==> src/rtl/asi_pkg.sv <==
// Shared types and constants for the ASI user-port arbiter.
// Holds the arbiter state type and the arbitration mode selectors.
package asi_pkg;

    typedef enum logic {
        ARB_IDLE  = 1'b0,
        ARB_GRANT = 1'b1
    } TYPE_ARB;

    localparam int ARB_FIXED = 0;
    localparam int ARB_RR    = 1;

endpackage

==> src/rtl/asi_rr_pick.sv <==
// Cyclic first-requester search starting at a given pointer.
// A zero pointer turns it into a plain lowest-index priority picker.
module asi_rr_pick
    import asi_pkg::*;
#(
    parameter int NCH = 2,
    parameter int GW  = 1
) (
    input  logic [NCH-1:0] req_i,
    input  logic [GW-1:0]  start_i,
    output logic           valid_o,
    output logic [GW-1:0]  idx_o
);

    int cand;

    // Scan from the farthest candidate back to the start so the nearest requester wins.
    always_comb begin
        valid_o = 1'b0;
        idx_o   = '0;
        cand    = 0;
        for (int k = NCH - 1; k >= 0; k--) begin
            cand = int'(start_i) + k;
            if (cand >= NCH) begin
                cand = cand - NCH;
            end
            if (req_i[cand]) begin
                valid_o = 1'b1;
                idx_o   = GW'(cand);
            end
        end
    end

endmodule

==> src/rtl/asi_arb.sv <==
// Burst arbiter multiplexing NCH request channels onto one user port.
// Grants are held for a whole burst and released on the last beat or at the beat limit.
module asi_arb
    import asi_pkg::*;
#(
    parameter int NCH       = 2,
    parameter int AXI_AW    = 40,
    parameter int ARB_MODE  = ARB_FIXED,
    parameter int MAX_BEATS = 256,
    localparam int GW       = (NCH > 1) ? $clog2(NCH) : 1,
    localparam int CW       = $clog2(MAX_BEATS + 1)
) (
    input  logic                  usr_clk,
    input  logic                  usr_reset_n,
    input  logic [NCH-1:0]        ch_req,
    input  logic [NCH-1:0]        ch_beat,
    input  logic [NCH-1:0]        ch_last,
    input  logic [NCH-1:0]        ch_we,
    input  logic [NCH*AXI_AW-1:0] ch_addr,
    output logic [AXI_AW-1:0]     m_addr,
    output logic                  m_we,
    output logic                  m_re,
    output logic [NCH-1:0]        gnt,
    output logic [GW-1:0]         gnt_idx,
    output logic                  busy,
    output logic                  ovf_err
);

    TYPE_ARB           state_q;
    logic [NCH-1:0]    gnt_q;
    logic [GW-1:0]     gnt_idx_q;
    logic [GW-1:0]     rr_ptr_q;
    logic [CW-1:0]     beat_cnt_q;
    logic              ovf_q;
    logic              armed_q;

    logic              beat_hit;
    logic              last_hit;
    logic              limit_hit;
    logic              rearb;
    logic              pick_valid;
    logic [GW-1:0]     pick_idx;
    logic [GW-1:0]     pick_start;
    logic [GW-1:0]     ptr_next;
    logic [AXI_AW-1:0] addr_arr [NCH];

    for (genvar i = 0; i < NCH; i++) begin : g_addr
        assign addr_arr[i] = ch_addr[i*AXI_AW +: AXI_AW];
    end

    asi_rr_pick #(
        .NCH (NCH),
        .GW  (GW)
    ) u_pick (
        .req_i   (ch_req),
        .start_i (pick_start),
        .valid_o (pick_valid),
        .idx_o   (pick_idx)
    );

    // Only the granted channel's beat counts; the limit beat releases like a last beat.
    always_comb begin
        beat_hit   = (state_q == ARB_GRANT) && ch_beat[gnt_idx_q];
        last_hit   = beat_hit && ch_last[gnt_idx_q];
        limit_hit  = beat_hit && !ch_last[gnt_idx_q] && (beat_cnt_q == CW'(MAX_BEATS - 1));
        rearb      = armed_q && ((state_q == ARB_IDLE) || last_hit || limit_hit);
        pick_start = (ARB_MODE == ARB_RR) ? rr_ptr_q : '0;
        ptr_next   = (pick_idx == GW'(NCH - 1)) ? '0 : pick_idx + 1'b1;
    end

    assign gnt     = gnt_q;
    assign gnt_idx = gnt_idx_q;
    assign busy    = (state_q == ARB_GRANT);
    assign ovf_err = ovf_q;
    assign m_we    = beat_hit & ch_we[gnt_idx_q];
    assign m_re    = beat_hit & ~ch_we[gnt_idx_q];
    assign m_addr  = addr_arr[gnt_idx_q];

    // armed_q holds off arbitration for the first edge after reset release.
    always_ff @(posedge usr_clk or negedge usr_reset_n) begin
        if (!usr_reset_n) begin
            state_q    <= ARB_IDLE;
            gnt_q      <= '0;
            gnt_idx_q  <= '0;
            rr_ptr_q   <= '0;
            beat_cnt_q <= '0;
            ovf_q      <= 1'b0;
            armed_q    <= 1'b0;
        end else begin
            armed_q <= 1'b1;
            ovf_q   <= limit_hit;
            if (rearb) begin
                beat_cnt_q <= '0;
                if (pick_valid) begin
                    state_q   <= ARB_GRANT;
                    gnt_q     <= NCH'(1) << pick_idx;
                    gnt_idx_q <= pick_idx;
                    if (ARB_MODE == ARB_RR) begin
                        rr_ptr_q <= ptr_next;
                    end
                end else begin
                    state_q   <= ARB_IDLE;
                    gnt_q     <= '0;
                    gnt_idx_q <= '0;
                end
            end else if (beat_hit && (beat_cnt_q != CW'(MAX_BEATS))) begin
                beat_cnt_q <= beat_cnt_q + 1'b1;
            end
        end
    end

endmodule

==> config.mk <==
export PLATFORM = sky130hd
export DESIGN_NAME = asi_arb
export DESIGN_NICKNAME = d
export VERILOG_FILES = /design/src/rtl/asi_pkg.sv /design/src/rtl/asi_rr_pick.sv /design/src/rtl/asi_arb.sv
export SDC_FILE = /design/constraint.sdc
export NUM_CORES = 1
export LEC_CHECK = 0
export ABC_AREA = 1
export CAP_MARGIN = 20
export CORE_ASPECT_RATIO = 0.5
export CORE_MARGIN = 3
export CORE_UTILIZATION = 27
export CTS_CLUSTER_DIAMETER = 60
export DETAILED_ROUTE_END_ITERATION = 10
export PLACE_DENSITY = 0.77
export SYNTH_ARGS = -nofsm -noshare
export SYNTH_HDL_FRONTEND = slang
export SYNTH_SLANG_ARGS = --single-unit
==> constraint.sdc <==
create_clock -name usr_clk -period 1.65 [get_ports usr_clk]
set_clock_uncertainty 0.05 [all_clocks]
set_input_delay 0.165 -clock usr_clk [delete_from_list [all_inputs] [get_ports usr_clk]]
set_output_delay 0.165 -clock usr_clk [all_outputs]
set_load 0.005 [all_outputs]
=== After elaboration in Yosys (flattened, before gate mapping) ===
Index checks and enable logic that the tools add are counted.
W data, S select, Z words.

* Register bits after elaboration: 15
* Bits of input ports: 90
* Output and inout port bits: 47
* Word-level logic and storage cells: 44

* Add/sub/neg operators: 1
* $lt $le $gt $ge: 2
* Equal/unequal tests: 2
* Shift-type cells: 1
* Multiplexer cells: 17
* Bitwise logic cells: 5
* Reductions and logical operators: 10

{| class="wikitable"
|+ Operators by type and width
! kind !! number
|-
| $mux W40 || 3
|-
| $mux W9 || 2
|-
| $mux W1 || 11
|-
| $add A9 B1 Y9 const B || 1
|-
| $eq A9 B8 Y1 const B || 1
|-
| $ne A9 B9 Y1 const B || 1
|-
| $logic_and A1 B1 Y1 || 6
|-
| $and A1 B1 Y1 || 2
|-
| $ge A2 B2 Y1 const B || 1
|-
| $logic_or A1 B1 Y1 || 2
|-
| $lt A1 B2 Y1 const B || 1
|-
| $mux W2 || 1
|-
| $not A1 Y1 || 2
|-
| $not A1 Y2 || 1
|-
| $reduce_bool A2 Y1 || 1
|-
| $shl A1 B1 Y2 const A || 1
|-
| $logic_not A1 Y1 || 1
|}

=== Longest topological paths before layout ===
Gate-level depths: netlist of run 1.

* Depth after elaboration: 8
* Depth in mapped cells: 13
* Depth with buffers taken out: 12

=== By module ===
Synthesis of run 1 repeated with hierarchy kept, for this count alone.

* Cell total of the unflattened synthesis: 259
* Area total of the unflattened synthesis: 1,397.6 µm²

{| class="wikitable"
|+ Modules (own cells, without submodules)
! module !! times used !! cells an instance !! area each (µm²) !! seq. area each (µm²)
|-
| asi_arb || 1 || 255 || 1,378.8 || 350.3
|-
| asi_rr_pick || 1 || 4 || 18.8 || 0.0
|}

=== Worst setup path before layout of run 1 ===
Ideal clock, no wire load.

* Kind: register to register
* Start: register beat_cnt_q[0]
* End: register state_q, in the netlist busy
* Setup time: 0.119 ns
* Arrival: 1.573 ns
* Data required time: 1.481 ns
* Path slack: -0.093 ns
* Stages on the path, launching flop included: 14
* Path buffers: 1
* Clock period less this slack: 1.743 ns
* Path through: dfrtp_1 ha_1 nand3_1 nor2_1 nand2_1 nor2_1 ha_1 nand3b_1 nand2_1 nand2_1 nand2_2 buf_6 nand2_1 o21ai_2

* Longest elaborated chain between the ends: 4

{| class="wikitable"
|+ Ends and longest elaborated chain
! element !! line !! RTL
|-
| from (decl) || asi_arb.sv:33 || <nowiki>logic [CW-1:0] beat_cnt_q;</nowiki>
|-
| from (signal assigned) || asi_arb.sv:107 || <nowiki>beat_cnt_q <= beat_cnt_q + 1'b1;</nowiki>
|-
| $eq A9 B8 Y1 || asi_arb.sv:65 || <nowiki>limit_hit = beat_hit && !ch_last[gnt_idx_q] && (beat_cnt_q == CW'(MAX_BEATS - 1));</nowiki>
|-
| $logic_and A1 B1 Y1 || asi_arb.sv:65 ||
|-
| $logic_or A1 B1 Y1 || asi_arb.sv:66 || <nowiki>rearb = armed_q && ((state_q == ARB_IDLE) || last_hit || limit_hit);</nowiki>
|-
| $logic_and A1 B1 Y1 || asi_arb.sv:66 ||
|-
| to (signal assigned) || asi_arb.sv:82 || <nowiki>state_q <= ARB_IDLE;</nowiki>
|-
| to (signal assigned) || asi_arb.sv:95 || <nowiki>state_q <= ARB_GRANT;</nowiki>
|-
| to (signal assigned) || asi_arb.sv:102 || <nowiki>state_q <= ARB_IDLE;</nowiki>
|-
| to (decl) || asi_arb.sv:29 || <nowiki>TYPE_ARB state_q;</nowiki>
|}

No other way between the ends.
A chain may end at the register's enable or synchronous reset.

=== Worst setup path after layout of run 1 ===
* Start: register beat_cnt_q[0]
* End: register beat_cnt_q[2]

* Longest elaborated chain between the ends: 5
* Elaborated cells on any way between the ends: 10
* Classes of those cells: add/sub: 1; eq/ne: 2; mux: 2; reduce/logical: 5

{| class="wikitable"
|+ Ends and longest elaborated chain
! element
|-
| parallel branches: the longest is 5 deep, another holds $add A9 B1 Y9
|}

Several ways; the timed one is not identified. The select of a mux whose other input is x is not followed.

==> impl_metrics.yaml, run 1 <==
sta:
  slew_headroom_pct: 55.50
  hold_viol: 0
  rsz0062_at_grt: "true"
  worst_slack_ns: -0.2513
  report.final.slew_viol_count: 0
  hold_slack_ns: 0.1698
  fmax_mhz: 526.0
  finalCritPeriodShare_pct: 115.2
  tns_ns: -2.778
  worstMarginPinSlew_ns: 0.6676
  layout_min_cycle_time_ns: 1.901
  finalSetupViolations: 17
final_layout:
  multi_input_comb_area_mm2: 0.001099
  area_growth_pct: 135.2
  final_util_pct: 70.56
  nets: 502
  final_cell_area_mm2: 0.003317
  layout-drive-gt1-share_pct: 18.92
  layoutNonFillerInstCount: 473
  n_fill_cell: 392
  antenna_cells: 0
  seqCellArea_um2: 351.6
worst_setup_path:
  cp-startpoint: "beat_cnt_q[0]"
  worst-setup-path-type: "register to register"
  slowest_delay_ns: 0.35
  timing.rr.start: "beat_cnt_q[0]"
  startpoint_type: "register"
  r2r_setup_slack_ns: -0.25
  path_max_fanout: 5
  crit_chain: "ha_2, nand3_2, nor2_2, nand2_1, nor2_2, ha_2, nand3b_1, nand2_2, nand2_8, nand2_8, nand3_2, nand2_1"
  cp.required_ns: 1.75
  worstPathArrival_ns: 2.00
  r2r_cells: 12
  cp_slowest_cell: "dfrtp_1"
  end_kind: "register"
power:
  leakagePower_nw: 1.830
  total_power_mw: 3.542
  irDropWorstVdd_v: 0.0004210
  power-per-cell-area_mw_per_mm2: 1068
synth:
  synthDominantCellAreaShare_pct: 39.93
  ys_seq_elements: 14
  synth_ff_type: "dfrtp_1"
  netlist_area_mm2: 0.001410
  synth-seq-area-share_pct: 24.84
  synth_edf_count: 0
  synth_largest_area_cell: "nand2_1"
  ys_warn_count: 0
  synth_area_leaders: "nand2_1 40%, dfrtp_1 25%, nand3_1 6.0%"
  syn_area_per_cell_um2: 5.640
  synth.distinct_cells: 24
  async_flop_share_pct: 100.0
  synth_cells: 250
  syn_nets: 343
route:
  first_pass_iters: 4
  ant_nets: 0
  via_per_inst: 4.592
  drt_iter0_drc: 51
  post_drt_wl_per_cell_um: 13.80
  wl_mm: 6.526
  route.detailed.drc: 0
  vias: 2172
run:
  maxCapViolCount: 0
global_route:
  antenna_found_initial: 0
  grt.overflow.total: 0
  first_global_vias: 2204
  grt_usage_pct: 19.66
  grt_pass1_wl_mm: 9.811
  grt_max_degree: 26
cts:
  clock_tree.root_cell: "clkbuf_8"
  htree_levels: 1
  cts_buffers: 3
  cts_buffer_depth: 2
  clk_latency_ns: 0.25
  ctsHoldBuffers: 0
  clk_pin_slew_ns: 0.06
  cts_tree: "yes"
  cts.sink_count: 14
die:
  num_rows: 17
  die_area_mm2: 0.006178
  boundaryPins: 137
  die_w_um: 108.2
  chipHeight_um: 57.10
  coreArea_mm2: 0.004701
  start_util_pct: 30.00
placed_design:
  place_congestion: 0.8455
  post-place-ws_ns: -0.2464
  io_buffers: 136
  hpwl_mm: 4.731
  placed_area_mm2: 0.002945
  post-place-cells: 461
hold_path:
  hold_class: "input pin to async pin"
status:
  status: "finished, violations left"
  violations: "negative setup slack"
[kinds of logic (layout without fill, tap and decap cells)]
group	Yosys count	count (layout)	synth area share [%]
compound gates	4	4	2.218
xor+xnor	3	3	1.864
fa+ha+maj	3	3	2.662
buf+inv	31	185	10.11
flops	14	14	24.85
other cells	1	1	0.2659
simple gates	194	197	58.03
[repair_timing]
item,in CTS,in global routing
resized for setup,49,49
setup endpoints to repair,56,39
pin swaps,8,5
cloned,3,1
setup buffers,1,5
[layout make-up]
type / count / area share (%)
Timing Repair Buffer: 163 / 50.32
Multi-Input combinational cell: 208 / 33.12
Sequential cell: 14 / 10.60
Tap cell: 66 / 2.490
Inverter: 19 / 2.226
Clock buffer: 3 / 1.245
[placed cells by master, fill, tap and decap left out, types with 3 or more instances in the layout]
master             n
buf_12             4
buf_4             19
buf_6              3
clkbuf_8           3
clkdlybuf4s50_1   94
dfrtp_1           13
dlygate4sd2_1     17
dlymetal6s2s_1    23
inv_1             12
inv_2              5
nand2_1          142
nand2_2            7
nand2_4            3
nand2_8            5
nand3_1            7
nand3_2           10
nor2_1            10
nor2_2             4
o21ai_2            4
xor2_1             3
[critical path: cells and delay by family (launching register included)]
kind / cells / cell delay [ns]
simple gates: 10 / 1.01
fa+ha+maj: 2 / 0.38
flops: 1 / 0.35
[state kept, by name, summed over array words and instances, names as in the netlist]
register and count:
armed_q 1, beat_cnt_q 9, busy 1, gnt 1
gnt_idx 1, ovf_err 1
[power by group]
group / switching [mW] / leakage, nW / internal (mW) / total [mW]
sequential: 0.103 / 0.185 / 0.408 / 0.511
combinational: 1.30 / 1.62 / 1.44 / 2.74
clock: 0.128 / 0.0216 / 0.162 / 0.290
total: 1.53 / 1.83 / 2.01 / 3.54
[metal layers]
metal,GRT usage (%),wire (um),up-vias
met5,0,0,-
met4,7.014,188,0
met3,4.068,324,20
met2,39.66,3784,76
met1,20.11,2229,1001
li1,-,-,1075
[cell usage after synthesis (2+ instances only)]
| library cell | count |
|---|---|
| nand2_2 | 2 |
| xor2_1 | 3 |
| nand3_1 | 17 |
| nor2_1 | 14 |
| dfrtp_1 | 14 |
| o21ai_2 | 3 |
| buf_6 | 3 |
| nand2_4 | 2 |
| nand3b_1 | 2 |
| nand4_1 | 2 |
| clkbuf_1 | 8 |
| ha_1 | 3 |
| nand2_1 | 150 |
| inv_1 | 12 |
| inv_2 | 6 |
[worst paths after layout]
kind,endpoint
max,beat_cnt_q[2]
min,beat_cnt_q[0]
max reg2reg,beat_cnt_q[2]
min reg2reg,gnt[0]
max in group asynchronous,gnt_idx
min in group usr_clk,gnt[0]
Power figures use the tool's default switching activity.
==> run 2: changes to the inputs <==
Settings changed: CORE_MARGIN 3 to unset, GPL_ROUTABILITY_DRIVEN set to 0.
==> run 2 against run 1 <==
The flow still finishes with violations (negative setup slack). Final area decreased by 4.5%. Clock power increased by 15%. Register-to-register slack improved by 0.02 ns. Via count decreased by 4.5%. Hold slack got worse by 0.00072 ns. Combinational power decreased by 8.8%. Critical endpoint is now beat_cnt_q[6]. Largest cell class unchanged.
==> impl_metrics.yaml, run 2 (synthesis gave the netlist of run 1 again) <==
status:
  status: "finished, violations left"
  violations: "negative setup slack"
final_layout:
  layout_common_cells: "142 x nand2_1, 92 x clkdlybuf4s50_1, 22 x clkbuf_2"
  layoutNonFillerInstCount: 478
  final_common_cell: "nand2_1"
  antenna_cells: 0
  largest-register: "beat_cnt_q"
  largest_reg_flops: 9
  area_growth_pct: 124.8
  layout-drive-gt1-share_pct: 24.51
  nets: 502
route:
  ant_nets: 0
  wl_mm: 5.420
  post_drt_wl_per_cell_um: 11.34
  via_per_inst: 4.339
  vias: 2074
  first_pass_iters: 4
  route.detailed.drc: 0
  drt_iter0_drc: 44
worst_setup_path:
  path_max_fanout: 7
  slowest_delay_ns: 0.36
  crit_chain: "ha_2, nand3_2, nor2_2, nand2_1, nor2_2, ha_2, nand3b_1, nand2_1, nand2_2, nand2_4, clkbuf_16, nand3_2, nand2_1"
  end_kind: "register"
  worstPathArrival_ns: 1.98
  worst-setup-path-type: "register to register"
  r2r_cells: 13
  crit_top_cell: "nand2_1"
  cp.required_ns: 1.74
  startpoint_type: "register"
  timing.rr.start: "beat_cnt_q[1]"
  cp_slowest_cell: "dfrtp_1"
  cp-startpoint: "beat_cnt_q[1]"
die:
  start_util_pct: 28.33
  boundaryPins: 137
  num_rows: 18
  coreArea_mm2: 0.004977
  die_area_mm2: 0.005533
  chipHeight_um: 53.10
  die_w_um: 104.2
cts:
  clk_pin_slew_ns: 0.06
  clk_latency_ns: 0.25
  ctsHoldBuffers: 0
  cts_tree: "yes"
  clock_tree.root_cell: "clkbuf_8"
  cts_buffers: 3
  htree_levels: 1
  cts_buffer_depth: 2
  cts.sink_count: 14
global_route:
  grt.overflow.total: 0
  grt_usage_pct: 17.61
  grt_max_degree: 23
  use_met3_pct: 2.586
  busiest_layer: "met2"
  use_met1_pct: 18.78
  antenna_found_initial: 0
  grt_use_met2_pct: 36.67
  first_global_vias: 1881
  grt_pass1_wl_mm: 7.838
sta:
  hold_viol: 0
  finalCritPeriodShare_pct: 114.2
  report.final.slew_viol_count: 0
  layout_min_cycle_time_ns: 1.884
  finalSetupViolations: 12
  fmax_mhz: 530.7
  worst_slack_ns: -0.2344
  rsz0062_at_grt: "true"
placed_design:
  hpwl_mm: 4.250
  post-place-cells: 467
  io_buffers: 136
power:
  total_power_mw: 3.306
  p_int_mw: 1.925
  power_frac_comb_pct: 75.7
  power-per-cell-area_mw_per_mm2: 1043
  leakagePower_nw: 1.635
  p_seq_share_pct: 14.2
  irDropWorstVdd_v: 0.0004342
  p_clk_share_pct: 10.1
  swShare_pct: 41.76
  netSwitchingPower_mw: 1.381
hold_path:
  hold_class: "input pin to async pin"
run:
  maxCapViolCount: 0
## run 2: routing by layer
metal | wire [um] | share of wire [%]
met1 | 2249 | 41
met2 | 2895 | 53
met3 | 174 | 3.2
met4 | 101 | 1.9
met5 | 0 | 0
## run 2: worst paths after layout
| check | end | slack [ns] |
|---|---|---|
| max | beat_cnt_q[6] | -0.23 |
| min | beat_cnt_q[8] | 0.17 |
| max reg2reg | beat_cnt_q[6] | -0.23 |
| min reg2reg | gnt[0] | 0.45 |
| max in group asynchronous | beat_cnt_q[1] | 1.22 |
| min in group usr_clk | gnt[0] | 0.45 |
## run 2: per-stage QoR
step	instance area, um^2	setup slack (ns)	util (%)	hold WS (ns)	TNS, ns
6_report	3169	-0.2344	63.68	0.1690	-2.655
3_3_place_gp	3003	-0.1056	60.33	0.4256	-1.265
2_1_floorplan	1415	-0.06819	-	-0.1806	-0.6555
4_1_cts	3058	-0.2202	61.44	0.1758	-2.267
3_5_place_dp	3003	-0.1661	60.33	0.4391	-1.995
5_1_grt	3169	-0.3717	63.68	0.1888	-4.487
## run 2: final cells by class
type	count	area, um^2
fillers	426	1808
repair buffers	166	1569
clock buffers	4	55.05
multi-input cells	205	1033
well taps	70	87.58
flip-flops and latches	14	350.3
inverters	19	73.82
## run 2: worst max-delay path: cells and delay by family, from the launching register on
| kind | cells | cell delay [ns] |
|---|---|---|
| fa+ha+maj | 2 | 0.38 |
| buf+inv | 1 | 0.17 |
| flops | 1 | 0.36 |
| simple gates | 10 | 0.81 |
## run 2: repair_timing
item | in CTS | in global routing
endpoints found under the setup margin | 56 | 15
buffers inserted | 2 | 3
gates cloned | 0 | 2
pin swaps | 1 | 10
resized for setup | 61 | 81
## run 2: power groups by stage
stage | Sequential (mW) | Combinational [mW] | Clock, mW
finish | 0.469 | 2.50 | 0.334
global route | 0.477 | 2.74 | 0.356
CTS | 0.467 | 2.28 | 0.337
detailed placement | 0.467 | 2.43 | 0
global placement | 0.465 | 2.38 | 0
floorplan | 0.473 | 1.03 | 0
